### src/rtl/prtc_host_seq.sv
// rtl/prtc_host_seq.sv - hardware initiator for the C033/C034 PRAM/RTC command bus
//
// Runs one complete BRAM (0-255) or clock (0-3) byte transaction against the
// prtc responder without CPU help. After reset it optionally walks the
// responder back to its idle state using read-only strobes (resync).
//
// Ports:
//   CLK_14M      system clock
//   reset        synchronous, active-high
//   cen          responder clock enable; a strobe completes only when cen=1
//   req_*        request channel (valid/ready handshake, rd, clk, addr, wdata)
//   resp_valid   one-clock pulse when a transaction finishes
//   resp_rdata   last read byte, held until the next read
//   busy         high from accept (or reset) until back in IDLE
//   prtc_addr    0=C033 data, 1=C034 control
//   prtc_rw      1=read, 0=write
//   prtc_din     byte to responder
//   prtc_strobe  control strobe
//   prtc_dout    responder registered read data
module prtc_host_seq #(
  parameter bit RESYNC_ON_RESET = 1'b1
) (
  input  logic       CLK_14M,
  input  logic       reset,
  input  logic       cen,
  input  logic       req_valid,
  output logic       req_ready,
  input  logic       req_rd,
  input  logic       req_clk,
  input  logic [7:0] req_addr,
  input  logic [7:0] req_wdata,
  output logic       resp_valid,
  output logic [7:0] resp_rdata,
  output logic       busy,
  output logic       prtc_addr,
  output logic       prtc_rw,
  output logic [7:0] prtc_din,
  output logic       prtc_strobe,
  input  logic [7:0] prtc_dout
);

  typedef enum logic [2:0] {
    S_IDLE, S_BOOT, S_PRE34, S_W33, S_STB, S_RD, S_CAP, S_DONE
  } state_t;

  typedef enum logic [2:0] {
    K_BRD, K_BWR, K_CRD, K_CWR, K_SYNC
  } kind_t;

  state_t     state;
  state_t     nxt_state;
  kind_t      kind;
  logic [3:0] idx;
  logic [3:0] nxt_idx;
  logic       r_rd;
  logic [7:0] r_addr;
  logic [7:0] r_wdata;

  logic [7:0] w33_byte;
  logic [7:0] bram_cmd1;
  logic [7:0] bram_cmd2;
  logic [7:0] clk_cmd;

  logic       nxt_bus_addr;
  logic       nxt_bus_rw;
  logic       nxt_bus_strobe;
  logic [7:0] nxt_bus_din;

  assign nxt_idx   = idx + 4'd1;
  assign bram_cmd1 = {~r_rd, 4'b0111, r_addr[7:5]};
  assign bram_cmd2 = {1'b0, r_addr[4:0], 2'b00};
  assign clk_cmd   = {r_rd, 3'b000, r_addr[1:0], 2'b01};

  // Step table: which bus state (and C033 byte) each sequence uses at step nxt_idx.
  always_comb begin : step_table
    nxt_state = S_DONE;
    w33_byte  = 8'h00;
    case (kind)
      K_BRD: begin
        case (nxt_idx)
          4'd0:             nxt_state = S_PRE34;
          4'd1:             begin nxt_state = S_W33; w33_byte = bram_cmd1; end
          4'd2, 4'd4, 4'd5: nxt_state = S_STB;
          4'd3:             begin nxt_state = S_W33; w33_byte = bram_cmd2; end
          4'd6:             nxt_state = S_RD;
          4'd7:             nxt_state = S_CAP;
          default:          nxt_state = S_DONE;
        endcase
      end
      K_BWR: begin
        case (nxt_idx)
          4'd0:             nxt_state = S_PRE34;
          4'd1:             begin nxt_state = S_W33; w33_byte = bram_cmd1; end
          4'd2, 4'd4, 4'd6: nxt_state = S_STB;
          4'd3:             begin nxt_state = S_W33; w33_byte = bram_cmd2; end
          4'd5:             begin nxt_state = S_W33; w33_byte = r_wdata; end
          default:          nxt_state = S_DONE;
        endcase
      end
      K_CRD: begin
        case (nxt_idx)
          4'd0:       nxt_state = S_PRE34;
          4'd1:       begin nxt_state = S_W33; w33_byte = clk_cmd; end
          4'd2, 4'd3: nxt_state = S_STB;
          4'd4:       nxt_state = S_RD;
          4'd5:       nxt_state = S_CAP;
          default:    nxt_state = S_DONE;
        endcase
      end
      K_CWR: begin
        case (nxt_idx)
          4'd0:       nxt_state = S_PRE34;
          4'd1:       begin nxt_state = S_W33; w33_byte = clk_cmd; end
          4'd2, 4'd4: nxt_state = S_STB;
          4'd3:       begin nxt_state = S_W33; w33_byte = r_wdata; end
          default:    nxt_state = S_DONE;
        endcase
      end
      K_SYNC: begin
        // 8'h00 matches no command, so three read strobes drain any
        // partially entered command without writing anything.
        case (nxt_idx)
          4'd0:             nxt_state = S_PRE34;
          4'd1:             begin nxt_state = S_W33; w33_byte = 8'h00; end
          4'd2, 4'd3, 4'd4: nxt_state = S_STB;
          default:          nxt_state = S_IDLE;
        endcase
      end
      default: nxt_state = S_IDLE;
    endcase
  end

  // Bus values for the state being entered. Only PRE34/W33/STB write;
  // the responder latches C033/C034 on any write cycle.
  always_comb begin : bus_for_next
    nxt_bus_addr   = 1'b0;
    nxt_bus_rw     = 1'b1;
    nxt_bus_strobe = 1'b0;
    nxt_bus_din    = 8'h00;
    case (nxt_state)
      S_PRE34: begin
        nxt_bus_addr = 1'b1;
        nxt_bus_rw   = 1'b0;
        nxt_bus_din  = {1'b0, r_rd, 6'b000000};
      end
      S_W33: begin
        nxt_bus_rw  = 1'b0;
        nxt_bus_din = w33_byte;
      end
      S_STB: begin
        nxt_bus_addr   = 1'b1;
        nxt_bus_rw     = 1'b0;
        nxt_bus_strobe = 1'b1;
        nxt_bus_din    = {1'b1, r_rd, 6'b000000};
      end
      default: ;
    endcase
  end

  always_ff @(posedge CLK_14M) begin
    if (reset) begin
      if (RESYNC_ON_RESET) begin
        state     <= S_BOOT;
        req_ready <= 1'b0;
        busy      <= 1'b1;
      end else begin
        state     <= S_IDLE;
        req_ready <= 1'b1;
        busy      <= 1'b0;
      end
      kind        <= K_SYNC;
      idx         <= 4'hF;          // wraps to step 0 on the first advance
      r_rd        <= 1'b1;          // resync uses read strobes only
      r_addr      <= 8'h00;
      r_wdata     <= 8'h00;
      resp_valid  <= 1'b0;
      resp_rdata  <= 8'h00;
      prtc_addr   <= 1'b0;
      prtc_rw     <= 1'b1;
      prtc_din    <= 8'h00;
      prtc_strobe <= 1'b0;
    end else begin
      resp_valid <= 1'b0;
      case (state)
        S_IDLE: begin
          if (req_valid) begin
            r_rd    <= req_rd;
            r_addr  <= req_addr;
            r_wdata <= req_wdata;
            if (req_clk) begin
              if (req_rd) kind <= K_CRD;
              else        kind <= K_CWR;
            end else begin
              if (req_rd) kind <= K_BRD;
              else        kind <= K_BWR;
            end
            idx         <= 4'd0;
            state       <= S_PRE34;
            req_ready   <= 1'b0;
            busy        <= 1'b1;
            // PRE34 bus values come straight from the request; r_rd is not loaded yet.
            prtc_addr   <= 1'b1;
            prtc_rw     <= 1'b0;
            prtc_din    <= {1'b0, req_rd, 6'b000000};
            prtc_strobe <= 1'b0;
          end
        end
        S_DONE: begin
          state     <= S_IDLE;
          req_ready <= 1'b1;
          busy      <= 1'b0;
        end
        default: begin
          // STB is held until the responder actually sees a cen cycle.
          if (state != S_STB || cen) begin
            if (state == S_CAP) resp_rdata <= prtc_dout;
            idx         <= nxt_idx;
            state       <= nxt_state;
            prtc_addr   <= nxt_bus_addr;
            prtc_rw     <= nxt_bus_rw;
            prtc_din    <= nxt_bus_din;
            prtc_strobe <= nxt_bus_strobe;
            if (nxt_state == S_DONE) resp_valid <= 1'b1;
            if (nxt_state == S_IDLE) begin
              req_ready <= 1'b1;
              busy      <= 1'b0;
            end
          end
        end
      endcase
    end
  end

endmodule
### config.mk
export PLATFORM = sky130hd
export DESIGN_NAME = prtc_host_seq
export DESIGN_NICKNAME = d
export VERILOG_FILES = /design/src/rtl/prtc_host_seq.sv
export SDC_FILE = /design/constraint.sdc
export NUM_CORES = 1
export LEC_CHECK = 0
export ABC_AREA = 1
export CORE_MARGIN = 2
export CORE_UTILIZATION = 40
export CTS_CLUSTER_DIAMETER = 120
export CTS_CLUSTER_SIZE = 24
export DETAILED_ROUTE_END_ITERATION = 8
export HOLD_SLACK_MARGIN = 0.15
export MAX_ROUTING_LAYER = met4
export PLACE_DENSITY = 0.76
export SETUP_SLACK_MARGIN = 0.05
export SLEW_MARGIN = 20
export SYNTH_ARGS = -nofsm -noshare
export SYNTH_HDL_FRONTEND = slang
export SYNTH_SLANG_ARGS = --single-unit
### constraint.sdc
create_clock -name CLK_14M -period 2.9 [get_ports CLK_14M]
set_clock_uncertainty 0.05 [all_clocks]
set_input_delay 0.58 -clock CLK_14M [delete_from_list [all_inputs] [get_ports CLK_14M]]
set_output_delay 0.58 -clock CLK_14M [all_outputs]
set_load 0.02 [all_outputs]
# Yosys cells after proc, flatten, opt, wreduce, memory -nomap -nowiden
# Index checks and enable logic that the tools add are counted.
# totals
reg_bits	49
# classes
add_sub_neg	1
eq_ne	19
muxes	42
bitwise	4
reduce_logical	24
# op_table
cell	count
$pmux W8 S2	3
$pmux W8 S3	2
$pmux W3 S5	3
$pmux W8 S4	1
$pmux W3 S3	3
$mux W8	3
$eq A4 B3 Y1 const B	4
$eq A3 B3 Y1 const B	5
$mux W1	15
$reduce_or A3 Y1	5
$eq A3 B2 Y1 const B	4
$pmux W1 S2	5
$reduce_or A2 Y1	5
$logic_not A3 Y1	3
$mux W3	3
$reduce_and A3 Y1	3
$eq A4 B2 Y1 const B	2
$mux W4	2
$pmux W4 S2	1
$pmux W3 S2	1
$reduce_bool A3 Y1	2
$add A4 B1 Y4 const B	1
$eq A4 B1 Y1 const B	1
$logic_not A4 Y1	1
other kinds (8)	12

# Logic depth before layout (Yosys ltp)
# Gate-level depths: netlist of the first run.
# depth
ltp_word	10
mapped_depth	19
ltp_nobuf	18

# Worst setup path after synthesis of the first run
# OpenSTA, ideal clock, no wires.
# synth_timing
kind	flip-flop to flip-flop
start	reg idx[0]
end	reg prtc_din[6]
setup_time_ns	0.068
arrival_ns	2.209
required_ns	2.782
path_slack_ns	0.573
path_stages_with_launch	15
path_buffers	0
cell_sequence	dfxtp_1 -> inv_1 -> ha_1 -> or2_2 -> o211ai_1 -> o21ai_0 -> o21ai_0 -> nand3_2 -> inv_2 -> nand3_1 -> nand2_1 -> nand2_1 -> nand2_1 -> nand2_1 -> a21oi_2
# synth_between
elab_chain_cells	9
elab_cells_between_ends	32
classes_between	1 x add/sub; 10 x eq/ne; 13 x mux; 8 x reduce/logical
# synth_rtl
element	line_no	text
from (decl)	53	logic [3:0] idx;
from (signal assigned)	217	idx <= nxt_idx;
$add A4 B1 Y4 *	69	assign nxt_idx = idx + 4'd1;
$eq A4 B2 Y1, or another cell as far along	n/a	
$reduce_or A3 Y1, or another cell as far along	80	case (nxt_idx)
$pmux W3 S5, or another cell as far along	80	
$pmux W3 S5	78	case (kind)
$eq A3 B3 Y1 or $eq A3 B2 Y1 (tied branches)	140	case (nxt_state)
$pmux W8 S3 *	140	
$mux W8 *	215	if (state != S_STB || cen) begin
$pmux W8 S2 *	184	case (state)
to (signal assigned)	204	prtc_din <= {1'b0, req_rd, 6'b000000};
to (signal assigned)	221	prtc_din <= nxt_bus_din;
to (decl)	37	output logic [7:0] prtc_din,
# Mark *: on every way between the ends. The rest lies on a longest branch, timed or not. The select of a mux whose other input is x is not followed.
# A chain may end at the register's enable or synchronous reset.

# Worst setup path after layout of the first run
# layout_timing
start	reg idx[0]
end	reg prtc_din[7]
# Same word-level chain as after synthesis.

==> impl_metrics.py, run 1 <==
metrics = {
    "global_routing": {
        "antenna_found_initial": 0,
        "grt_pass1_vias": 2244,
        "grt_pass1_wl_um": 10100,
        "grt_max_degree": 34,
        "grt_remaining_overflow": 0,
        "grt_usage_pct": 18.0,
    },
    "detailed_routing": {
        "wire_per_inst_um": 12.2,
        "drtAntennaViolNets": 0,
        "vias": 2446,
        "drtPass1Iterations": 4,
        "top_layer_used": "met4",
        "wl_met2_um": 2860,
        "met3_length_um": 263,
        "drt-total-wl_um": 5970,
        "drc_errors": 0,
        "drt-met1-wl_um": 2730,
        "avgViaCountPerCell": 4.99,
        "drtIter0Drc": 158,
    },
    "power": {
        "p_leak_nw": 1.42,
        "powerDensity_nw_per_um2": 854,
        "total_power_mw": 2.74,
        "ir_drop_mv": 0.406,
    },
    "timing": {
        "setup_viol": 0,
        "period_share_pct": 87.7,
        "fmax_ghz": 0.393,
        "layout_min_cycle_time_ns": 2.54,
        "slew_viol_final": 0,
        "rsz0062_at_grt": "false",
        "fin_tns_setup_ns": 0,
        "final_hold_viol_count": 0,
        "tightest_slew_ns": 0.561,
        "maxSlewHeadroom_pct": 62.3,
    },
    "clock_network": {
        "hold_buffers": 0,
        "htree_num_levels": 2,
        "cts_sinks": 49,
        "max-clock-path-buffers": 2,
        "cts_made_buffers": 5,
        "cts_tree": "built",
        "clock_latency_ns": 0.30,
        "root_buffer": "clkbuf_8",
        "path_clk_slew_ns": 0.10,
    },
    "yosys": {
        "synthMuxAreaShare_pct": 0,
        "syn_area_per_cell_um2": 6.94,
        "yosys-top-cells-area": "dfxtp_1 39%, nand2_1 9.2%, inv_1 8.1%",
        "synth.distinct_cells": 32,
        "ys_warn_count": 0,
        "synth_top_cell_area_share_pct": 39.4,
        "synth_fa_ha_area_share_pct": 2.51,
        "synth_fp_nets": 394,
        "synth_compound_area_share_pct": 20.1,
        "yosysTopAreaCell": "dfxtp_1",
        "syn_inst": 359,
        "synth_edf_count": 0,
        "async_flop_share_pct": 0,
        "synth_seq_cells": 49,
        "synth_top_flop_cell": "dfxtp_1",
        "synth_top_family_by_area": "simple AND/OR/NAND/NOR gates",
        "synth_xor_area_share_pct": 1.01,
        "syn_area_um2": 2490,
        "synth-simple-area-share_pct": 26.6,
        "synth-seq-area-share_pct": 39.4,
    },
    "status": {
        "status": "finished clean",
    },
    "floorplanning": {
        "rows": 28,
        "die_h_um": 82.9,
        "fp.dieW_um": 82.9,
        "core-area_um2": 5960,
        "initial_core_util_pct": 41.8,
        "die_area_um2": 6870,
        "ios": 52,
    },
    "final_layout": {
        "nets": 449,
        "area_delta_synth_final_pct": 29.0,
        "seqCellArea_um2": 983,
        "drive_gt1_share_pct": 9.16,
        "n_fill_cell": 624,
        "insertedDiodeCount": 0,
        "multiInputGateArea_um2": 1250,
    },
    "worst_setup_path": {
        "critPathSlowestCell": "dfxtp_2",
        "path_buf_inv": 3,
        "path_delay_family": "simple AND/OR/NAND/NOR gates",
        "crit_arrival_ns": 2.75,
        "cp-start-kind": "flip-flop",
        "worst_setup_path_end_kind": "flip-flop",
        "cp.required_ns": 3.11,
        "crit_path_max_incr_delay_ns": 0.38,
        "cpMostUsedCell": "nand2_2",
        "crit_chain": "inv_1, ha_1, or2_2, nand3_1, nand2_2, nor3_2, nor2_1, nand3_2, inv_2, nor2_2, nand2_2, nor2_4, nand2_2, nand3_1, nand2_1, inv_1",
        "crit_type": "flip-flop to flip-flop",
        "cp_max_fo": 7,
    },
    "place": {
        "hpwl_um": 4670,
        "gp_congestion": 0.974,
        "port_buffers": 51,
    },
    "worst_hold_path": {
        "hold_class": "flip-flop to flip-flop",
    },
    "flow_run": {
        "drv_cap": 0,
    },
}
-- cell usage in the layout, fill, tap and decap left out, types with 4 or more instances in the layout --
| cell type | Yosys | final |
|---|---|---|
| a21oi_1 | 32 | 32 |
| buf_4 | 0 | 7 |
| clkbuf_8 | 0 | 5 |
| clkdlybuf4s50_1 | 0 | 51 |
| dfxtp_1 | 49 | 47 |
| ha_1 | 5 | 5 |
| inv_1 | 54 | 54 |
| nand2_1 | 61 | 61 |
| nand2_2 | 6 | 6 |
| nand3_1 | 18 | 18 |
| nor2_1 | 42 | 42 |
| nor3_1 | 7 | 7 |
| o211ai_1 | 4 | 4 |
| o21ai_0 | 37 | 35 |
| o221ai_1 | 5 | 5 |
| o22ai_1 | 4 | 4 |
-- final cells by class --
cell class,instances,area share (%)
clock buffer,5,2.14
clock inverter,3,1.36
inverter,56,6.54
multi-input combinational,244,38.9
sequential,49,30.6
tap,75,2.92
timing repair buffer,58,17.5
-- synth_stat cells, drive strengths merged, types with 2 or more instances --
cell     n
clkbuf   9
o21bai   2
inv     55
nand2   67
dfxtp   49
a21oi   34
nand3   21
nand4    3
o22ai    4
nor2    46
ha       5
o221ai   5
nor3     9
o211ai   4
o21ai   38
-- sequential cells by signal, indices dropped and copies added, names as in the netlist, 3 cells and up --
| name | flops |
|---|---|
| idx | 4 |
| kind | 3 |
| prtc_din | 8 |
| r_addr | 8 |
| r_wdata | 8 |
| resp_rdata | 8 |
| state | 3 |
-- tightest hold or removal path, delay by kind of cell (launching register included) --
family | cells | cell delay [ns]
compound gates | 1 | 0.05
buf+inv | 1 | 0.06
flops | 1 | 0.31
-- through the flow --
step | instances | setup WS (ns) | hold slack, ns | instance area [um2] | util [%]
finish | 490 | 0.356 | 0.405 | 3210 | 53.9
CTS | 490 | 0.174 | 0.407 | 3210 | 53.9
floorplan | 359 | 0.573 | 0.375 | 2490 | -
global placement | 482 | 0.277 | 0.389 | 3100 | 52.0
global route | 490 | 0.0892 | 0.422 | 3210 | 53.9
detailed placement | 482 | 0.186 | 0.393 | 3100 | 52.0
-- path summary, 6_finish.rpt --
kind                          startpoint                  endpoint  slack [ns]  cells after the start
setup / recovery     idx[0]$_SDFFE_PP1P_  prtc_din[7]$_SDFFE_PP0P_        0.36                     16
hold / removal    r_addr[6]$_SDFFE_PP0P_    r_addr[6]$_SDFFE_PP0P_        0.41                      2
setup reg to reg     idx[0]$_SDFFE_PP1P_  prtc_din[7]$_SDFFE_PP0P_        0.36                     16
hold reg to reg   r_addr[6]$_SDFFE_PP0P_    r_addr[6]$_SDFFE_PP0P_        0.41                      2
-- cell families after synthesis --
kind of cell / Yosys count
flops: 49
simple gates: 148
xor+xnor: 2
compound gates: 89
fa+ha+maj: 5
buf+inv: 66
-- metal layers --
| metal | vias to the layer above | track usage (%) |
|---|---|---|
| met1 | 1097 | 22.1 |
| met4 | 0 | 5.96 |
| met5 | - | - |
| met3 | 10 | 3.38 |
| met2 | 62 | 29.8 |
| li1 | 1277 | - |
-- power breakdown --
group	total [mW]	internal, mW	switching [mW]
logic	1.33	0.480	0.847
clock network	0.496	0.259	0.237
registers	0.921	0.827	0.0940
-- repair_timing --
action / in CTS / in global routing
buffers inserted: 0 / 0
resized for setup: 0 / 4
hold endpoints to repair: 0 / 0
setup endpoints to repair: 0 / 4
Note: power is estimated with default switching activity, not from simulation.
==> run 2, diff against run 1 <==
REMOVE_ABC_BUFFERS = 1   (was not set)
==> impl_metrics.py, run 2 (synthesis gave the netlist of run 1 again) <==
metrics = {
    "status": {
        "status": "finished clean",
    },
    "detailed_routing": {
        "vias": 2406,
        "drtIter0Drc": 105,
        "avgViaCountPerCell": 4.93,
        "drtPass1Iterations": 5,
        "drc_errors": 0,
        "wire_per_inst_um": 12.1,
        "drt-total-wl_um": 5920,
        "drtAntennaViolNets": 0,
    },
    "clock_network": {
        "cts_tree": "built",
        "htree_num_levels": 2,
        "cts_sinks": 49,
        "post_cts_buffers": 0,
        "hold_buffers": 0,
        "root_buffer": "clkbuf_8",
        "cts_resized": 0,
        "max-clock-path-buffers": 2,
        "cts_made_buffers": 5,
        "clock_latency_ns": 0.30,
        "path_clk_slew_ns": 0.10,
    },
    "floorplanning": {
        "rows": 28,
        "die_h_um": 82.9,
        "initial_core_util_pct": 41.8,
        "ios": 52,
        "die_area_um2": 6870,
        "fp.dieW_um": 82.9,
        "core-area_um2": 5960,
    },
    "timing": {
        "layout_min_cycle_time_ns": 2.54,
        "setup_ws_ns": 0.355,
        "rsz0062_at_grt": "false",
        "maxSlewHeadroom_pct": 59.9,
        "period_share_pct": 87.8,
        "tightest_slew_ns": 0.599,
        "setup_viol": 0,
        "final_hold_viol_count": 0,
        "fmax_ghz": 0.393,
        "slew_viol_final": 0,
        "fin_tns_setup_ns": 0,
    },
    "global_routing": {
        "antenna_found_initial": 0,
        "grt_pass1_vias": 2293,
        "grt_remaining_overflow": 0,
        "grt_pass1_wl_um": 10400,
        "grt_usage_pct": 18.5,
        "grt_max_degree": 35,
    },
    "power": {
        "ir_drop_mv": 0.395,
        "total_power_mw": 2.75,
        "p_leak_nw": 1.41,
        "powerDensity_nw_per_um2": 856,
    },
    "flow_run": {
        "drv_cap": 0,
    },
    "final_layout": {
        "layout_commonest_cell": "nand2_1",
        "fin_util_pct": 53.9,
        "insertedDiodeCount": 0,
        "nets": 447,
        "drive_gt1_share_pct": 8.96,
        "finalInstanceArea_um2": 3210,
        "layout_common_cells": "61 x nand2_1, 54 x inv_1, 51 x clkdlybuf4s50_1",
        "area_delta_synth_final_pct": 29.0,
    },
    "place": {
        "hpwl_um": 4440,
        "gp_congestion": 0.910,
        "dpl_cell_area_um2": 3080,
        "port_buffers": 51,
        "pre_cts_ws_ns": 0.316,
    },
    "worst_hold_path": {
        "hold_class": "flip-flop to flip-flop",
        "hold_start": "r_wdata[5]$_SDFFE_PP0P_",
    },
    "worst_setup_path": {
        "crit_arrival_ns": 2.75,
        "r2r-start": "idx[0]$_SDFFE_PP1P_",
        "worst_setup_path_end_kind": "flip-flop",
        "cp.required_ns": 3.11,
        "cp-startpoint": "idx[0]$_SDFFE_PP1P_",
        "cp_max_fo": 6,
        "cp-start-kind": "flip-flop",
        "crit_type": "flip-flop to flip-flop",
    },
}
-- run 2: cell count changes in the layout (fill, tap and decap cells not counted), sizes merged --
cell,before,now
clkbuf,5,6
inv,56,55
clkinv,2,1
buf,7,5
clkinvlp,0,1
-- run 2: final timing paths --
check / to / slack, ns / cells past startpoint
min: r_wdata[5]$_SDFFE_PP0P_ / 0.41 / 2
min reg2reg: r_wdata[5]$_SDFFE_PP0P_ / 0.41 / 2
max: prtc_din[6]$_SDFFE_PP0P_ / 0.36 / 14
max reg2reg: prtc_din[6]$_SDFFE_PP0P_ / 0.36 / 14
-- run 2: report_power, final --
group | internal, mW | switching, mW | leakage, nW | total, mW
Clock | 0.281 | 0.233 | 0.0574 | 0.514
Sequential | 0.827 | 0.0924 | 0.401 | 0.919
Combinational | 0.477 | 0.840 | 0.948 | 1.32
-- run 2: per-layer routing --
metal  wire length (um)  up-vias  part of all wire [%]  global-route usage (%)
met3                341        2                   5.8                    4.87
met4                 40        0                  0.68                    5.07
met1               2960     1063                    50                    24.5
met5                  0        -                     0                       -
li1                   -     1266                     -                       -
met2               2570       75                    43                    27.9
-- run 2: layout make-up --
class                      instances  area (um2)
fill                             594        2740
sequential                        49         983
clock inverter                     2        37.5
inverter                          56         210
multi-input combinational        244        1260
clock buffer                       6        82.6
tap                               75        93.8
timing repair buffer              56         548
-- run 2: metrics by stage --
step / std cells / hold WS [ns]
final: 488 / 0.407
after detailed placement: 480 / 0.397
after global routing: 488 / 0.427
after global placement: 480 / 0.389
after CTS: 488 / 0.412
after floorplan: 349 / 0.377
-- run 2: critical path: stages (launching register included) --
cell,delay (ns)
dfxtp_2,0.38
inv_1,0.09
ha_1,0.26
or2_2,0.32
o211ai_1,0.31
o21ai_0,0.14
o21ai_0,0.23
nand3_2,0.16
inv_2,0.09
nand3_1,0.09
nand2_1,0.10
nand2_1,0.05
nand2_1,0.06
nand2_1,0.06
a21oi_2,0.10
